--- config.mk ---
export PLATFORM = sky130hd
export DESIGN_NAME = handshake_rr_mux
export DESIGN_NICKNAME = d
export VERILOG_FILES = /design/src/rtl/handshake_rr_mux_pkg.sv /design/src/rtl/hs_chan_fifo.sv /design/src/rtl/handshake_rr_mux.sv
export SDC_FILE = /design/constraint.sdc
export NUM_CORES = 1
export LEC_CHECK = 0
export ABC_AREA = 1
export BUFFER_PORTS_ARGS = -buffer_cell sky130_fd_sc_hd__buf_2
export CORE_AREA = 2 2 146 148
export CTS_CLUSTER_DIAMETER = 100
export CTS_CLUSTER_SIZE = 28
export DETAILED_ROUTE_END_ITERATION = 10
export DIE_AREA = 0 0 148 150
export GPL_TIMING_DRIVEN = 0
export PLACE_DENSITY = 0.66
export SKIP_CTS_REPAIR_TIMING = 1
export SYNTH_ARGS = -nofsm -noshare
export SYNTH_HDL_FRONTEND = slang
export SYNTH_HIERARCHICAL = 1
export SYNTH_SLANG_ARGS = --single-unit
--- constraint.sdc ---
create_clock -name clk -period 4.6 [get_ports clk]
set_input_delay 0.69 -clock clk [delete_from_list [all_inputs] [get_ports clk]]
set_output_delay 0.69 -clock clk [all_outputs]
set_load 0.05 [all_outputs]
--- src/rtl/handshake_rr_mux_pkg.sv ---
// Shared constants and width helpers for the round-robin handshake multiplexer.
// Every file of the mux imports this package.
package handshake_rr_mux_pkg;

    localparam int unsigned GapStream = 0;
    localparam int unsigned GapPulse  = 1;

    localparam int unsigned NDefault = 4;

    function automatic int unsigned chan_width(int unsigned n);
        return (n > 1) ? $clog2(n) : 1;
    endfunction

    function automatic int unsigned cnt_width(int unsigned depth);
        return $clog2(depth + 1);
    endfunction

    localparam int unsigned CHW = chan_width(NDefault);

endpackage

--- src/rtl/hs_chan_fifo.sv ---
// Per-channel FIFO. Push and pop are synchronous. The head word is always
// visible on rdata. A push while full, or a pop while empty, is ignored.
module hs_chan_fifo
    import handshake_rr_mux_pkg::*;
#(
    parameter int unsigned WIDTH = 8,
    parameter int unsigned DEPTH = 4
) (
    input  logic                          clk,
    input  logic                          rst_n,
    input  logic                          push,
    input  logic [WIDTH-1:0]              wdata,
    input  logic                          pop,
    output logic [WIDTH-1:0]              rdata,
    output logic [cnt_width(DEPTH)-1:0]   count,
    output logic                          empty,
    output logic                          full
);

    localparam int unsigned PW = $clog2(DEPTH);
    localparam int unsigned CW = cnt_width(DEPTH);

    logic [WIDTH-1:0] mem_q [DEPTH];
    logic [PW-1:0]    wptr_q, rptr_q;
    logic [CW-1:0]    count_q, count_d;
    logic             wr_en, rd_en;

    assign empty = (count_q == '0);
    assign full  = (count_q == CW'(DEPTH));
    assign count = count_q;
    assign rdata = mem_q[rptr_q];

    assign wr_en = push && !full;
    assign rd_en = pop && !empty;

    always_comb begin
        count_d = count_q;
        unique case ({wr_en, rd_en})
            2'b10:   count_d = count_q + CW'(1);
            2'b01:   count_d = count_q - CW'(1);
            default: count_d = count_q;
        endcase
    end

    always_ff @(posedge clk or negedge rst_n) begin
        if (!rst_n) begin
            wptr_q  <= '0;
            rptr_q  <= '0;
            count_q <= '0;
        end else begin
            count_q <= count_d;
            // DEPTH is a power of two, so the pointers wrap on overflow.
            if (wr_en) wptr_q <= wptr_q + PW'(1);
            if (rd_en) rptr_q <= rptr_q + PW'(1);
        end
    end

    // Storage needs no reset: count and pointers decide what is valid.
    always_ff @(posedge clk) begin
        if (wr_en) mem_q[wptr_q] <= wdata;
    end

endmodule

--- src/rtl/handshake_rr_mux.sv ---
// Buffers N source channels in small FIFOs and drains them round-robin into one
// registered output port that pulses dvalid once per word, with dbusy back-pressure.
module handshake_rr_mux
    import handshake_rr_mux_pkg::*;
#(
    parameter int unsigned WIDTH = 8,
    parameter int unsigned N     = 4,
    parameter int unsigned DEPTH = 4,
    parameter int unsigned GAP   = GapStream
) (
    input  logic                       clk,
    input  logic                       rst_n,
    input  logic [N-1:0]               sready,
    input  logic [N*WIDTH-1:0]         din,
    output logic [N-1:0]               sidle,
    output logic [N-1:0]               sfull,
    output logic [N-1:0]               sdrop,
    input  logic                       dbusy,
    output logic                       dvalid,
    output logic [WIDTH-1:0]           dout,
    output logic [chan_width(N)-1:0]   dchan
);

    localparam int unsigned CHW = chan_width(N);
    localparam int unsigned CW  = cnt_width(DEPTH);
    localparam logic [CHW-1:0] LastChan = CHW'(N - 1);

    logic [N-1:0]     push, pop, empty, full, avail;
    logic [WIDTH-1:0] head  [N];
    logic [CW-1:0]    count [N];

    for (genvar i = 0; i < N; i++) begin : g_chan
        hs_chan_fifo #(
            .WIDTH (WIDTH),
            .DEPTH (DEPTH)
        ) u_fifo (
            .clk   (clk),
            .rst_n (rst_n),
            .push  (push[i]),
            .wdata (din[i*WIDTH +: WIDTH]),
            .pop   (pop[i]),
            .rdata (head[i]),
            .count (count[i]),
            .empty (empty[i]),
            .full  (full[i])
        );
        assign avail[i] = (count[i] != '0);
    end

    // Fullness uses the pre-edge count, so a same-cycle pop never makes room.
    assign push  = sready & ~full;
    assign sidle = empty;
    assign sfull = full;

    logic             dvalid_q, dvalid_d;
    logic [WIDTH-1:0] dout_q, dout_d;
    logic [CHW-1:0]   dchan_q, dchan_d;
    logic [CHW-1:0]   ptr_q, ptr_d;
    logic [N-1:0]     sdrop_q, sdrop_d;
    logic             pop_en, found, grant;
    logic [CHW-1:0]   winner, cand;

    always_comb begin
        pop_en = !dbusy && !((GAP != 0) && dvalid_q);
        found  = 1'b0;
        winner = '0;
        cand   = '0;
        // Search starts just after the last winner and wraps modulo N.
        for (int unsigned k = 1; k <= N; k++) begin
            cand = CHW'((32'(ptr_q) + k) % N);
            if (!found && avail[cand]) begin
                found  = 1'b1;
                winner = cand;
            end
        end
        grant = found && pop_en;

        pop = '0;
        if (grant) pop[winner] = 1'b1;

        ptr_d    = grant ? winner : ptr_q;
        dvalid_d = grant;
        dout_d   = grant ? head[winner] : '0;
        dchan_d  = grant ? winner : '0;
        sdrop_d  = sready & full;
    end

    always_ff @(posedge clk or negedge rst_n) begin
        if (!rst_n) begin
            ptr_q    <= LastChan;
            dvalid_q <= 1'b0;
            dout_q   <= '0;
            dchan_q  <= '0;
            sdrop_q  <= '0;
        end else begin
            ptr_q    <= ptr_d;
            dvalid_q <= dvalid_d;
            dout_q   <= dout_d;
            dchan_q  <= dchan_d;
            sdrop_q  <= sdrop_d;
        end
    end

    assign dvalid = dvalid_q;
    assign dout   = dout_q;
    assign dchan  = dchan_q;
    assign sdrop  = sdrop_q;

endmodule
==> out/results.ini, run 1 <==
[setup_path]
signal_arrival_time_at_the_worst_endpoint_ps=3600
worst_ep_required_time_ps=4930
timing.critical_path.max_delay_family=simple AND/OR/NAND/NOR gates
critical_path.max_fanout=10
worstPathBufferInverterCount=6
critPathMaxStageDelay_ps=530
slowest_stage=sky130_fd_sc_hd__dfstp_2
timing.setup.critical_path_class=reg -> reg
crit_path_end_kind=flip-flop
start_kind=flip-flop
worstPathCellList=buf_6, inv_4, nand2_1, nand2_2, nand3_1, nand2_2, nand2_2, nand2_1, nand2_4, nand3_4, buf_6, inv_2, nand2_1, nor2_1, nand2_1, inv_1, ha_1, inv_1, fa_1, nand2_1, nand3_1, nand2_1, nand2_1
worst_path_most_repeated_cell=sky130_fd_sc_hd__nand2_1

[power_and_ir_drop]
p_sw_share_pct=43.24
intPower_mw=4.063
clockPowerShare_pct=19.0
switchingPower_mw=3.096
totalPowerFinal_mw=7.160
power.leakage_nw=4.459
combPwrFrac_pct=48.7
p_per_area_nw_per_um2=752.1
p_seq_share_pct=32.2
vdd.ir_drop.worst_uv=424.5

[yosys]
yosysSeqAreaShare_pct=59.83
synthesis.area_um2=8310
ys_warn_count=6
synth.distinct_cells=30
synthesis.instances=809
synth_nets=872
ys_seq_elements=173
syn_area_per_cell_um2=10.27

[cts]
worstSkewPairLatency_ps=440
cts_buffers=17
h-tree-depth=4
ctsRootBufferMaster=sky130_fd_sc_hd__clkbuf_16
numClockSinks=173
cts_tree=yes
clock_tree_buf_depth=2
cts.reportedPaths.clkPinSlew_ps=70

[die]
die_area_um2=22200
floorplan.rows=53
placeableCoreArea_um2=20690
floorplan.initialDensity_pct=40.17
pin_count=62
die_width_um=148
die_y_um=150

[drt]
drc=0
drt.antenna.violating_nets=0
post_drt_via_cell_ratio=4.709
drt_iter0_drc=265
wl_um=16170
detail_route.first_pass.iterations=5
vias=5542
detail_route.wl_per_cell_um=13.74

[finish]
design.final.nets=952
number_of_antenna_cells_inserted=0
instances_no_fill=1177
area.growth.synth_to_final_pct=14.54
mostFrequentLayoutCell=sky130_fd_sc_hd__nand2_1
final_layout_size_suffix_gt1_share_pct=16.74
layout_common_cells=sky130_fd_sc_hd__nand2_1 (214), sky130_fd_sc_hd__inv_1 (160), sky130_fd_sc_hd__edfxtp_1 (128)

[sta]
min_setup_slack_post_route_ps=1333
rsz0062_at_grt=no
fmaxAchievable_mhz=306.1
setup_viol_count_final=0
hold_viol_final=0
worst_slew_margin_rel_pct=26.58
fin_worst_skew_ps=10.51
fin_hold_ws_ps=451.0
finalMaxSlewViolations=0
final.period_utilization_pct=71.01
worstMarginPinSlew_ps=1101
finalCriticalPeriod_ps=3267
fin_tns_setup_ps=0

[global_route]
use_met3_pct=4.360
grt_util_met1_pct=19.94
overflow=0
grtUsageMet2_pct=25.32
grt_antenna_before_repair=0
grt_pass1_vias=5345
grt_pass1_wl_um=26300
pin_count_of_the_biggest_net_entering_global_routing=46
track_usage_pct=15.57
most_used_routing_layer=met2

[placement]
place.detailed.instances=1145
gp_routability_congestion=0.7956
portbufs=61
dp_wirelength_um=11420
place_ws_ps=1359

[job]
cap_violations=0

[run_status]
run_status=complete, no violations

[worst_hold_path]
hold_class=in -> async

## through the flow
step           area, µm²  utilization, %
4_1_cts             9519           46.01
3_3_place_gp        8960           43.31
2_1_floorplan       8310               -
3_5_place_dp        8960           43.31
5_1_grt             9519           46.01
6_report            9519           46.01
## kinds of logic (layout without fill, tap and decap cells)
kind of cell	after synthesis	after routing	share of synthesized area, %
DFF	173	173	59.83
and+or+nand+nor	332	332	18.28
AOI/OAI and AO/OA	80	80	6.911
adders and majority gates	24	24	3.975
buffers and inverters	196	289	10.58
xor gates and xnor gates	4	4	0.4215
## power by group through the flow
stage               logic (mW)  registers (mW)  clock network [mW]
CTS                       3.51            2.31                1.40
global route              3.95            2.35                1.46
global placement          3.43            2.33                   0
floorplan                 2.55            2.44                   0
detailed placement        3.49            2.34                   0
finish                    3.49            2.31                1.36
## cell type report
type | instances | area, µm²
inverter | 174 | 655.6
clock inverter | 11 | 118.9
buffer | 22 | 224.0
tap | 275 | 344.1
fill | 1911 | 11170
clock buffer | 21 | 440.4
sequential | 173 | 4972
multi-input combinational | 440 | 2459
timing repair buffer | 61 | 305.3
## per-layer routing
layer	wire [µm]	part of all wire, %	up-vias
met5	0	0	-
met4	253	1.6	0
met3	859	5.3	21
met2	7838	48	116
met1	7215	45	2599
li1	-	-	2806
## sequential cells by signal, summed over array words and instances (netlist names)
signal	flops
ptr_q	2
g_chan.u_fifo/count	12
sdrop	4
g_chan.u_fifo/wptr_q	8
dout	8
g_chan.u_fifo/rptr_q	8
g_chan.u_fifo/mem_q	128
dvalid	1
dchan	2
## cells in the mapped netlist
master	n	area share [%]
sky130_fd_sc_hd__nand2_1	214	9.7
sky130_fd_sc_hd__inv_1	160	7.2
sky130_fd_sc_hd__edfxtp_1	128	46
sky130_fd_sc_hd__o211ai_1	64	5.8
sky130_fd_sc_hd__dfrtp_1	43	13
sky130_fd_sc_hd__nand3_1	41	2.5
sky130_fd_sc_hd__nor2_1	31	1.4
sky130_fd_sc_hd__ha_1	20	3.0
sky130_fd_sc_hd__nand4_1	20	1.5
sky130_fd_sc_hd__inv_2	12	0.54
sky130_fd_sc_hd__buf_6	11	1.5
sky130_fd_sc_hd__nand3_2	11	1.3
sky130_fd_sc_hd__a21oi_1	8	0.48
sky130_fd_sc_hd__o21ai_0	6	0.36
sky130_fd_sc_hd__nand2_4	5	0.68
sky130_fd_sc_hd__buf_4	4	0.36
sky130_fd_sc_hd__clkbuf_8	4	0.66
sky130_fd_sc_hd__fa_1	4	0.96
sky130_fd_sc_hd__nand2_2	4	0.30
sky130_fd_sc_hd__xnor2_1	4	0.42
sky130_fd_sc_hd__buf_2	3	0.18
sky130_fd_sc_hd__dfstp_2	2	0.63
sky130_fd_sc_hd__nand3_4	2	0.42
sky130_fd_sc_hd__nor2_2	2	0.15
sky130_fd_sc_hd__a21boi_0	1	0.090
sky130_fd_sc_hd__a21oi_4	1	0.20
sky130_fd_sc_hd__clkinv_1	1	0.045
sky130_fd_sc_hd__inv_4	1	0.075
sky130_fd_sc_hd__nor2_8	1	0.24
sky130_fd_sc_hd__nor3_2	1	0.12
## final timing paths
check                                           from                          to  slack [ps]  depth (start not counted)
min in group clk                           sready[1]                    sdrop[1]         450                          3
max                                         ptr_q[0]   g_chan[1].u_fifo/count[2]        1330                         23
min                                            rst_n                    sdrop[2]         450                          1
max reg2reg                                 ptr_q[0]   g_chan[1].u_fifo/count[2]        1330                         23
min reg2reg                g_chan[3].u_fifo/count[0]   g_chan[3].u_fifo/count[0]         490                          1
max in group asynchronous                      rst_n  g_chan[1].u_fifo/rptr_q[0]        3460                          1
## worst reg2reg max path, delay by kind of cell, from the launching register on
kind | cells | cell delay (ps)
AND/OR/NAND/NOR | 15 | 1480
buffers and inverters | 6 | 610
adder cells (fa/ha/maj) | 2 | 550
flip-flops | 1 | 530
Power figures use the tool's default switching activity.
==> run 2, diff against run 1 <==
ABC_AREA = 0   (was 1)
CORE_AREA = 2 2 137 139   (was 2 2 146 148)
DIE_AREA = 0 0 139 141   (was 0 0 148 150)
PLACE_DENSITY = 0.67   (was 0.66)
clock period = 3.4 ns   (was 4.6 ns; I/O delays follow)
==> out/results.ini, run 2 <==
[cts]
ctsRootBufferMaster=sky130_fd_sc_hd__clkbuf_16
cts_buffers=17  ; unchanged
cts.reportedPaths.clkPinSlew_ps=70  ; about the same
clock_tree_buf_depth=2  ; unchanged
worstSkewPairLatency_ps=420  ; -20 ps
numClockSinks=173  ; unchanged
h-tree-depth=4  ; unchanged
cts_tree=yes

[yosys]
yosys-top-cells-count=sky130_fd_sc_hd__edfxtp_1 (128), sky130_fd_sc_hd__dfrtp_1 (43), sky130_fd_sc_hd__mux4_2 (32), sky130_fd_sc_hd__inv_1 (28)
post-synth-top-area-fraction_pct=52.65  ; +6.4 points
ys_seq_elements=173  ; unchanged
yosysSeqAreaShare_pct=68.11  ; +8.3 points
fraction_of_synthesis_flops_using_an_asynchronous_set_or_reset_pin_pct=26.01  ; unchanged
top_cell_type_by_total_area_after_synthesis=sky130_fd_sc_hd__edfxtp_1
count_of_flip_flops_with_a_built_in_enable_after_synthesis=128  ; unchanged
synthesis.area_um2=7301  ; -12%
ys_warn_count=6  ; unchanged
dominant_cells_by_area_after_synthesis=sky130_fd_sc_hd__edfxtp_1 (53%), sky130_fd_sc_hd__dfrtp_1 (15%), sky130_fd_sc_hd__mux4_2 (9.9%)
ys_dominant_reg_cell=sky130_fd_sc_hd__edfxtp_1
synth_most_common_cell=sky130_fd_sc_hd__edfxtp_1
syn_area_per_cell_um2=18.12  ; +76%
synthesis.instances=403  ; -50%
synth.distinct_cells=45  ; +50%
synth_nets=466  ; -47%

[finish]
design.final.nets=546  ; -43%
layout_common_cells=sky130_fd_sc_hd__edfxtp_1 (128), sky130_fd_sc_hd__buf_2 (67), sky130_fd_sc_hd__dfrtp_1 (43)
final_layout_size_suffix_gt1_share_pct=34.07  ; +17 points
area.growth.synth_to_final_pct=15.89
regMostFlops=g_chan.u_fifo/mem_q
final_cell_area_um2=8461  ; -11%
mostFrequentLayoutCell=sky130_fd_sc_hd__edfxtp_1
number_of_antenna_cells_inserted=0  ; unchanged
largest_register_ffs=128  ; unchanged

[sta]
final.period_utilization_pct=91.48  ; +20 points
fin_worst_skew_ps=8.174  ; -2.332 ps
fin_tns_setup_ps=0  ; unchanged
setup_viol_count_final=0  ; unchanged
worst_slew_margin_rel_pct=32.20  ; +5.6 points
hold_viol_final=0  ; unchanged
worstMarginPinSlew_ps=1017  ; -84.31 ps
fmaxAchievable_mhz=321.5  ; +5.0%
finalMaxSlewViolations=0  ; unchanged
rsz0062_at_grt=no
finalCriticalPeriod_ps=3110  ; -156.1 ps

[drt]
vias=3634  ; -34%
detail_route.wl_per_cell_um=18.00  ; +31%
wl_um=13140  ; -19%
post_drt_via_cell_ratio=4.978  ; +5.7%
drt_iter0_drc=224  ; -15%
detail_route.first_pass.iterations=4  ; -1
drc=0  ; unchanged
drt.antenna.violating_nets=0  ; unchanged

[die]
die_area_um2=19600  ; -12%
die_width_um=139  ; -6.1%
floorplan.initialDensity_pct=39.97  ; -0.20 points
floorplan.rows=50  ; -5.7%
pin_count=62  ; unchanged
die_y_um=141  ; -6.0%
placeableCoreArea_um2=18270  ; -12%

[setup_path]
critPathMaxStageDelay_ps=480  ; -50 ps
regToRegStartpoint=g_chan[0].u_fifo/count[0]
reg2reg_setup_slack_ps=290  ; -1040 ps
timing.setup.critical_path_class=reg -> reg
critical_path.max_fanout=10  ; unchanged
timing.critical_path.max_delay_family=simple AND/OR/NAND/NOR gates
timing.critical_path.depth=13  ; -43%
start_kind=flip-flop
worst_r2r_path_depth=13  ; -43%
slowest_stage=sky130_fd_sc_hd__dfrtp_1
r2r-end=g_chan[3].u_fifo/count[2]
worstPathCellList=or3_1, a21oi_1, o31ai_1, or2_2, buf_2, nor2_1, o31a_2, ha_1, inv_1, fa_1, xor2_1, nor2_1, xor2_1
signal_arrival_time_at_the_worst_endpoint_ps=3450  ; -150 ps
crit_path_end_kind=flip-flop
worstPathBufferInverterCount=2  ; -4
worst_ep_required_time_ps=3740  ; -1190 ps
crit_start=g_chan[0].u_fifo/count[0]

[power_and_ir_drop]
switchingPower_mw=2.853  ; -7.8%
p_seq_share_pct=39.4  ; +7.2 points
power.leakage_nw=3.271  ; -27%
vdd.ir_drop.worst_uv=429.3  ; +1.1%
intPower_mw=5.291  ; +30%
p_sw_share_pct=35.03  ; -8.2 points
clockPowerShare_pct=22.5  ; +3.5 points
totalPowerFinal_mw=8.144  ; +14%
combPwrFrac_pct=38.2  ; -11 points
p_per_area_nw_per_um2=962.6  ; +28%

[worst_hold_path]
hold_class=in -> async

[run_status]
run_status=complete, no violations

[global_route]
grt_pass1_vias=3842  ; -28%
overflow=0  ; unchanged
pin_count_of_the_biggest_net_entering_global_routing=46  ; unchanged
grt_antenna_before_repair=0  ; unchanged
grt_pass1_wl_um=21130  ; -20%
track_usage_pct=14.46  ; -1.1 points

[placement]
gp_routability_congestion=0.7454  ; -6.3%
place_area_um2=7899  ; -12%
portbufs=61  ; unchanged
dp_wirelength_um=9362  ; -18%

[job]
cap_violations=0  ; unchanged

==> run 2: changes by cell type after synthesis, moves of 10 or more <==
cell                       change
sky130_fd_sc_hd__nor2_1       -23
sky130_fd_sc_hd__nand2_1     -206
sky130_fd_sc_hd__mux4_2       +32
sky130_fd_sc_hd__xor2_1       +12
sky130_fd_sc_hd__nand4_1      -20
sky130_fd_sc_hd__and2_2       +12
sky130_fd_sc_hd__o211ai_1     -64
sky130_fd_sc_hd__buf_6        -10
sky130_fd_sc_hd__nand3_1      -41
sky130_fd_sc_hd__nand3_2      -11
sky130_fd_sc_hd__inv_1       -132
sky130_fd_sc_hd__mux2i_1      +20
sky130_fd_sc_hd__inv_2        -12
==> run 2: worst max-delay path by stage <==
stage,end,slack [ps]
2_1_floorplan,g_chan[2].u_fifo/count[2],610
3_3_place_gp,g_chan[2].u_fifo/count[2],360
3_5_place_dp,g_chan[2].u_fifo/count[2],290
4_1_cts,g_chan[2].u_fifo/count[2],270
5_1_grt,g_chan[1].u_fifo/count[2],40
6_report,g_chan[3].u_fifo/count[2],290
==> run 2: logic make-up after synthesis <==
| family | after synthesis | synth area share, % |
|---|---|---|
| AOI/OAI and AO/OA | 22 | 2.348 |
| xor gates and xnor gates | 24 | 2.879 |
| adders and majority gates | 24 | 4.524 |
| buffers and inverters | 40 | 2.485 |
| DFF | 173 | 68.11 |
| muxes | 56 | 13.44 |
| and+or+nand+nor | 64 | 6.221 |
==> run 2: final cells by class <==
type	count	area [µm²]
fillers	1587	9807
flip-flops and latches	173	4972
multi-input cells	190	2147
clock buffers	20	436.7
repair buffers	61	305.3
well taps	234	292.8
clock inverters	12	125.1
inverters	28	105.1
plain buffers	12	76.32
==> run 2: power groups by stage <==
stage          Clock, mW  Combinational, mW  Sequential (mW)
2_1_floorplan          0               2.21             3.35
3_3_place_gp           0               3.07             3.20
3_5_place_dp           0               3.16             3.25
4_1_cts             1.88               3.17             3.21
5_1_grt             1.96               3.40             3.27
6_report            1.83               3.11             3.21
==> run 2: per-stage QoR <==
| stage | worst slack [ps] | cells | util (%) | hold WS (ps) |
|---|---|---|---|---|
| 6_report | 289.6 | 730 | 46.32 | 255.8 |
| 2_1_floorplan | 608.7 | 403 | - | 214.4 |
| 3_5_place_dp | 286.6 | 698 | 43.24 | 537.7 |
| 3_3_place_gp | 360.0 | 698 | 43.24 | 523.2 |
| 4_1_cts | 270.9 | 730 | 46.32 | 283.1 |
| 5_1_grt | 44.90 | 730 | 46.32 | 292.8 |
==> run 2: layer usage <==
| layer | vias up | track usage, % | share of wire (%) |
|---|---|---|---|
| li1 | 1683 | - | - |
| met1 | 1860 | 18.39 | 42 |
| met2 | 76 | 24.01 | 52 |
| met3 | 15 | 3.567 | 4.0 |
| met4 | 0 | 5.848 | 1.8 |
| met5 | - | 0 | 0 |
